[config.mk]
export PLATFORM = sky130hd
export DESIGN_NAME = multi_buf_control
export DESIGN_NICKNAME = d
export VERILOG_FILES = /design/src/rtl/multi_buf_pkg.sv /design/src/rtl/multi_buf_control_trig_qual.sv /design/src/rtl/multi_buf_control.sv
export SDC_FILE = /design/constraint.sdc
export NUM_CORES = 1
export LEC_CHECK = 0
export ABC_AREA = 1
export CORE_ASPECT_RATIO = 1.25
export CORE_MARGIN = 2
export CORE_UTILIZATION = 56
export DETAILED_ROUTE_END_ITERATION = 12
export GPL_TIMING_DRIVEN = 0
export PLACE_DENSITY = 0.77
export SYNTH_ARGS = -nofsm -noshare
export SYNTH_HDL_FRONTEND = slang
export SYNTH_SLANG_ARGS = --single-unit
[constraint.sdc]
create_clock -name clk -period 3.1 [get_ports clk]
set_input_delay 0.62 -clock clk [delete_from_list [all_inputs] [get_ports clk]]
set_output_delay 0.62 -clock clk [all_outputs]
set_load 0.005 [all_outputs]
[src/rtl/multi_buf_pkg.sv]
// Shared types and helpers for the N-buffer frame arbiter: qualifier states,
// reset indices and the free-buffer scan used when the producer advances.
package multi_buf_pkg;

  typedef enum logic [1:0] {
    FIRST_WAIT  = 2'd0,
    SWITCH      = 2'd1,
    SECOND_WAIT = 2'd2
  } qual_state_t;

  localparam int WR_RST = 0;
  localparam int RD_RST = 1;

  // First index scanning (cur+1) mod n upward that avoids excl_a and, when valid, excl_b.
  function automatic int next_free(input int cur, input int excl_a, input int excl_b,
                                   input logic excl_b_vld, input int n);
    int   cand;
    logic found;
    found     = 1'b0;
    next_free = cur;
    for (int k = 1; k <= 8; k++) begin
      cand = (cur + k) % n;
      if (!found && k <= n && cand != excl_a && !(excl_b_vld && cand == excl_b)) begin
        next_free = cand;
        found     = 1'b1;
      end
    end
  endfunction

endpackage

[src/rtl/multi_buf_control_trig_qual.sv]
// Trigger qualifier: requires WAIT_CYCLES+1 consecutive active samples, emits a
// single-cycle sw request, then waits for the trigger to go inactive again.
module trig_qual
  import multi_buf_pkg::*;
#(
  parameter bit ACTIVE      = 1'b1,
  parameter int WAIT_CYCLES = 0,
  parameter int CNT_W       = 6
) (
  input  logic clk,
  input  logic reset,
  input  logic trig,
  output logic sw
);

  qual_state_t      state_reg, state_next;
  logic [CNT_W-1:0] cnt_reg, cnt_next;
  logic             active;

  assign active = (trig == ACTIVE);

  always_ff @(posedge clk or negedge reset) begin
    if (!reset) begin
      state_reg <= FIRST_WAIT;
      cnt_reg   <= '0;
    end else begin
      state_reg <= state_next;
      cnt_reg   <= cnt_next;
    end
  end

  always_comb begin
    state_next = state_reg;
    cnt_next   = cnt_reg;
    sw         = 1'b0;
    case (state_reg)
      FIRST_WAIT: begin
        if (active) begin
          if (int'(cnt_reg) >= WAIT_CYCLES) begin
            cnt_next   = '0;
            state_next = SWITCH;
          end else begin
            cnt_next = cnt_reg + CNT_W'(1);
          end
        end else begin
          cnt_next = '0;
        end
      end
      SWITCH: begin
        sw         = 1'b1;
        state_next = SECOND_WAIT;
      end
      SECOND_WAIT: begin
        if (!active) state_next = FIRST_WAIT;
      end
      default: state_next = FIRST_WAIT;
    endcase
  end

endmodule

[src/rtl/multi_buf_control.sv]
// N-buffer frame arbiter with drop detection, stale tracking and sticky error.
// Optional macro SEL_BLANK_HOLD_EN: selects only reload while a trigger is active.
module multi_buf_control
  import multi_buf_pkg::*;
#(
  parameter int  NUM_BUFS     = 3,
  parameter int  WAIT_CYCLES  = 0,
  parameter int  CNT_W        = 6,
  parameter bit  CAP_ACTIVE   = 1'b1,
  parameter bit  TRANS_ACTIVE = 1'b0,
  parameter int  MAX_REPEAT   = 2,
  localparam int BUF_W        = $clog2(NUM_BUFS)
) (
  input  logic             clk,
  input  logic             reset,
  input  logic             capture_trigger,
  input  logic             transmission_trigger,
  output logic [BUF_W-1:0] wr_sel,
  output logic [BUF_W-1:0] rd_sel,
  output logic             wr_switch,
  output logic             rd_switch,
  output logic             frame_drop,
  output logic             stale,
  output logic             error
);

  localparam int REP_W = $clog2(MAX_REPEAT + 2);

  logic             cap_sw, trans_sw, sel_load, violation;
  logic [BUF_W-1:0] wr_reg, wr_next, rd_reg, rd_next, latest_reg, latest_next;
  logic [BUF_W-1:0] wr_sel_reg, rd_sel_reg;
  logic             latest_vld_reg, latest_vld_next;
  logic [REP_W-1:0] rep_reg, rep_next;
  logic             wr_switch_reg, rd_switch_reg, frame_drop_reg, stale_reg, error_reg;
  logic             rd_switch_next, frame_drop_next;

  trig_qual #(.ACTIVE(CAP_ACTIVE), .WAIT_CYCLES(WAIT_CYCLES), .CNT_W(CNT_W)) u_cap_qual (
    .clk(clk), .reset(reset), .trig(capture_trigger), .sw(cap_sw)
  );

  trig_qual #(.ACTIVE(TRANS_ACTIVE), .WAIT_CYCLES(WAIT_CYCLES), .CNT_W(CNT_W)) u_trans_qual (
    .clk(clk), .reset(reset), .trig(transmission_trigger), .sw(trans_sw)
  );

  // Producer is resolved first so a simultaneous consumer takes the just-finished frame.
  always_comb begin
    latest_next     = latest_reg;
    latest_vld_next = latest_vld_reg;
    frame_drop_next = 1'b0;
    rd_next         = rd_reg;
    rep_next        = rep_reg;
    rd_switch_next  = 1'b0;
    wr_next         = wr_reg;
    if (cap_sw) begin
      latest_next     = wr_reg;
      latest_vld_next = 1'b1;
      frame_drop_next = latest_vld_reg;
    end
    if (trans_sw) begin
      if (latest_vld_next) begin
        rd_next         = latest_next;
        latest_vld_next = 1'b0;
        rep_next        = '0;
        rd_switch_next  = 1'b1;
      end else if (int'(rep_reg) < MAX_REPEAT) begin
        rep_next = rep_reg + REP_W'(1);
      end
    end
    if (cap_sw) begin
      wr_next = BUF_W'(next_free(int'(wr_reg), int'(rd_next), int'(latest_next),
                                 latest_vld_next, NUM_BUFS));
    end
  end

  assign violation = (wr_reg == rd_reg)
                   || (latest_vld_reg && latest_reg == wr_reg)
                   || (int'(wr_reg) >= NUM_BUFS)
                   || (int'(rd_reg) >= NUM_BUFS)
                   || (int'(latest_reg) >= NUM_BUFS);

`ifdef SEL_BLANK_HOLD_EN
  assign sel_load = (capture_trigger == CAP_ACTIVE) || (transmission_trigger == TRANS_ACTIVE);
`else
  assign sel_load = 1'b1;
`endif

  always_ff @(posedge clk or negedge reset) begin
    if (!reset) begin
      wr_reg         <= BUF_W'(WR_RST);
      rd_reg         <= BUF_W'(RD_RST);
      latest_reg     <= '0;
      latest_vld_reg <= 1'b0;
      rep_reg        <= '0;
      wr_sel_reg     <= BUF_W'(WR_RST);
      rd_sel_reg     <= BUF_W'(RD_RST);
      wr_switch_reg  <= 1'b0;
      rd_switch_reg  <= 1'b0;
      frame_drop_reg <= 1'b0;
      stale_reg      <= 1'b0;
      error_reg      <= 1'b0;
    end else begin
      wr_reg         <= wr_next;
      rd_reg         <= rd_next;
      latest_reg     <= latest_next;
      latest_vld_reg <= latest_vld_next;
      rep_reg        <= rep_next;
      wr_switch_reg  <= cap_sw;
      rd_switch_reg  <= rd_switch_next;
      frame_drop_reg <= frame_drop_next;
      stale_reg      <= (int'(rep_next) >= MAX_REPEAT);
      error_reg      <= error_reg | violation;
      if (sel_load) begin
        wr_sel_reg <= wr_reg;
        rd_sel_reg <= rd_reg;
      end
    end
  end

  assign wr_sel     = wr_sel_reg;
  assign rd_sel     = rd_sel_reg;
  assign wr_switch  = wr_switch_reg;
  assign rd_switch  = rd_switch_reg;
  assign frame_drop = frame_drop_reg;
  assign stale      = stale_reg;
  assign error      = error_reg;

endmodule

==> reports/qor.log <==
[run_status] run status finished clean
[sta] transition time at the pin with the least slew margin 905 ps
[layout] most common cell after layout, fill and taps aside nand2_1
[layout] number of nets in the layout 202
[sta] post-layout minimum cycle time 2710 ps
[drt] Remaining DRCs 0
[pwr] power per cell area 1140 mW/mm²
[clocking] CTS buffer count 3
[sta] post-route setup TNS 0 ps
[logic_synthesis] distinct cell type count of the synthesized netlist 25
[clocking] maximum level of the CTS H-tree 1
[layout] share of final-layout standard cells stronger than drive strength 1 0.166
[die] number of rows in the core area 20
[drt] total number of vias 1,150
[setup_path] CP arrival 2930 ps
[setup_path] Buf+Inv Stages, Crit Path 2
[die] core area 0.00240 mm²
[sta] max-slew headroom at the worst pin 0.395
[logic_synthesis] adder-cell share of the synthesized area 0.0896
[setup_path] crit path launch type flip-flop
[layout] area growth from synthesis to layout 13.4%
[sta] final number of hold-violating endpoints 0
[setup_path] most used cell along the critical path nand2_1
[clocking] CTS Buffer Depth 2
[setup_path] Crit Path Category flip-flop to flip-flop
[logic_synthesis] largest family of logic cells by synthesized area simple AND/OR/NAND/NOR gates
[drt] post-detailed-routing wire length 2.80 mm
[global_route] global-route wire length before repair 4.92 mm
[setup_path] largest delay contributor family on the critical path adder cells
[layout] commonest non-fill, non-tap cells in the layout nand2_1 (47), inv_1 (21), nand3_1 (19), dfrtp_1 (19), clkdlybuf4s50_1 (12)
[global_route] number of antenna violations at the first check in global routing 0
[setup_path] CP Capture Type flip-flop
[global_route] via count of the first global-routing pass 1,144
[sta] final critical-path share of the clock period 0.875
[drt] remaining antenna violation count 0
[die] Initial Util 0.581
[placed_design] HPWL after DPL 2.16 mm
[setup_path] ordered cell list for the critical path inv_1, ha_1, nor2_1, nand2_1, ha_1, o22ai_1, nand2_1, a21oi_4, nand2_2, o21ai_2, inv_1, nand2_1, nand2_1
[logic_synthesis] syn_nets 185
[drt] routed wirelength normalized by instance count 12.7 µm
[drt] drt first pass iters 4
[min_path] type of the worst min-delay path flip-flop to flip-flop
[setup_path] max incr delay on CP 500 ps
[logic_synthesis] portion of synthesized cell area occupied by the leading cell type 0.341
[sta] final worst clock skew 5.44 ps
[placed_design] RePlAce Congestion 0.860
[logic_synthesis] portion of the post-synthesis area used by sequential elements 0.378
[setup_path] required time worst endpoint 3320 ps
[drt] vias per cell 5.23
[clocking] # Post-CTS Setup Buffers 0
[logic_synthesis] mux cell area share after synthesis 0
[logic_synthesis] Compound-Gate Fraction of Synth Area 0.0941
[logic_synthesis] xor/xnor share of the synthesized area 0.0538
[run] max capacitance violation total 0
[clocking] post-cts hold buffer count 0
[setup_path] maximum fanout along the worst path 8
[clocking] TritonCTS clock tree yes
[logic_synthesis] register bit total from synthesis 21
[layout] number of antenna cells inserted 0
[clocking] clock-pin slew reported for the worst setup and hold paths after clock tree synthesis 110 ps
[sta] setup-violating endpoint count in the final report 0
[drt] DRT iter0 DRCs 40
[logic_synthesis] gate count of the mapped netlist 171
[sta] Fmax achieved 369 MHz
[clocking] CTS-repair resized insts 0
[die] floorplan die height 59.8 µm
[placed_design] input/output buffers 12
[setup_path] Max stage delay cell, worst path dfrtp_1
[logic_synthesis] number of warnings reported in the yosys synthesis log 0
[global_route] largest net degree at the start of global routing 22
[logic_synthesis] Post-Synthesis Cell Area 0.00140 mm²
[sta] Final Slew Violations 0
[logic_synthesis] share of synthesized cell area in and, or, nand and nor gates 0.317
[layout] final cell utilization of the core 0.659
[die] die footprint 0.00291 mm²
[clocking] clock tree root buffer cell clkbuf_4
[logic_synthesis] cell types occupying the most area after synthesis dfrtp_1 (34%), nand2_1 (13%), ha_1 (9.0%), nand3_1 (6.8%), inv_1 (5.6%)
[global_route] overall global routing resource usage 0.221
[logic_synthesis] library cell occupying the most area in the post-synthesis netlist dfrtp_1
[global_route] total overflow reported by the global router 0
[die] num ports 13
[pwr] VDD IR max 0.621 mV
[die] die extent in x 48.7 µm
[logic_synthesis] Mapped Avg Cell Area 8.17 µm²
[pwr] static power due to leakage 0.000798 µW
[sta] RSZ-0062 raised after global routing false
[clocking] clock net sink count 21
[clocking] worst-skew pair later-pin latency 320 ps
==> cell usage after synthesis <==
library cell	count
o22ai_1	2
inv_2	3
nand2_2	9
nand3_2	1
clkbuf_1	1
o21ai_2	1
inv_1	21
xor2_1	3
nand3_1	19
a21oi_2	1
nand2_4	5
a21oi_1	7
ha_1	10
nor2_1	7
nor2_4	1
nand2_1	47
o21ai_0	2
o31ai_1	2
dfrtp_1	19
nand4_1	1
xor2_2	3
a21oi_4	2
nor3_1	1
o311ai_0	1
dfstp_2	2
==> stage by stage <==
| step | total power, µW | std cells | hold WS [ps] | area, µm² | setup WS (ps) |
|---|---|---|---|---|---|
| 2_1_floorplan | 1380 | 171 | 324 | 1400 | 755 |
| 3_3_place_gp | 1620 | 216 | 396 | 1560 | 468 |
| 3_5_place_dp | 1670 | 216 | 395 | 1560 | 384 |
| 4_1_cts | 1810 | 220 | 419 | 1580 | 366 |
| 5_1_grt | 1980 | 220 | 430 | 1580 | 77.1 |
| 6_report | 1810 | 220 | 418 | 1580 | 388 |
==> routing by layer <==
layer	share of wire	vias up	global-route usage
met3	0.023	5	0.0200
met1	0.42	542	0.241
met2	0.53	25	0.427
li1	-	578	-
met5	0	-	0
met4	0.023	0	0.122
==> where the power goes <==
| part | switching, µW | total (µW) | internal [µW] | leakage [µW] |
|---|---|---|---|---|
| clock | 84.2 | 135 | 50.4 | 0.0000150 |
| sequential | 111 | 500 | 389 | 0.000258 |
| combinational | 727 | 1170 | 445 | 0.000525 |
==> area by class of cell <==
type,instances,area (µm²)
clock buffer,4,26.3
sequential,21,528
multi-input combinational,125,774
timing repair buffer,12,120
inverter,24,90.1
fill,214,818
buffer,1,3.75
tap,33,41.3
==> cells by family after synthesis <==
family | after synthesis
and+or+nand+nor | 91
buffers and inverters | 25
DFF | 21
AOI/OAI and AO/OA | 18
adders and majority gates | 10
xor gates and xnor gates | 6
==> final timing paths <==
path / from / to / slack, ps / cells past startpoint
setup / recovery: wr_reg[0]$_DFFE_PN0P_ / wr_reg[0]$_DFFE_PN0P_ / 390 / 13
hold / removal: rd_reg[0]$_DFF_PN1_ / rd_sel[0]$_DFF_PN1_ / 420 / 0
setup reg to reg: wr_reg[0]$_DFFE_PN0P_ / wr_reg[0]$_DFFE_PN0P_ / 390 / 13
hold reg to reg: rd_reg[0]$_DFF_PN1_ / rd_sel[0]$_DFF_PN1_ / 420 / 0
max in group asynchronous: reset / wr_sel[1]$_DFF_PN0_ / 1740 / 1
min in group asynchronous: reset / rd_switch$_DFF_PN0_ / 800 / 1
==> worst register-to-register path: stages (launching register included) <==
cell,delay [ps]
dfrtp_1,500
inv_1,210
ha_1,460
nor2_1,180
nand2_1,90
ha_1,300
o22ai_1,150
nand2_1,120
a21oi_4,200
nand2_2,70
o21ai_2,180
inv_1,60
nand2_1,70
nand2_1,50
Power figures use the tool's default switching activity.
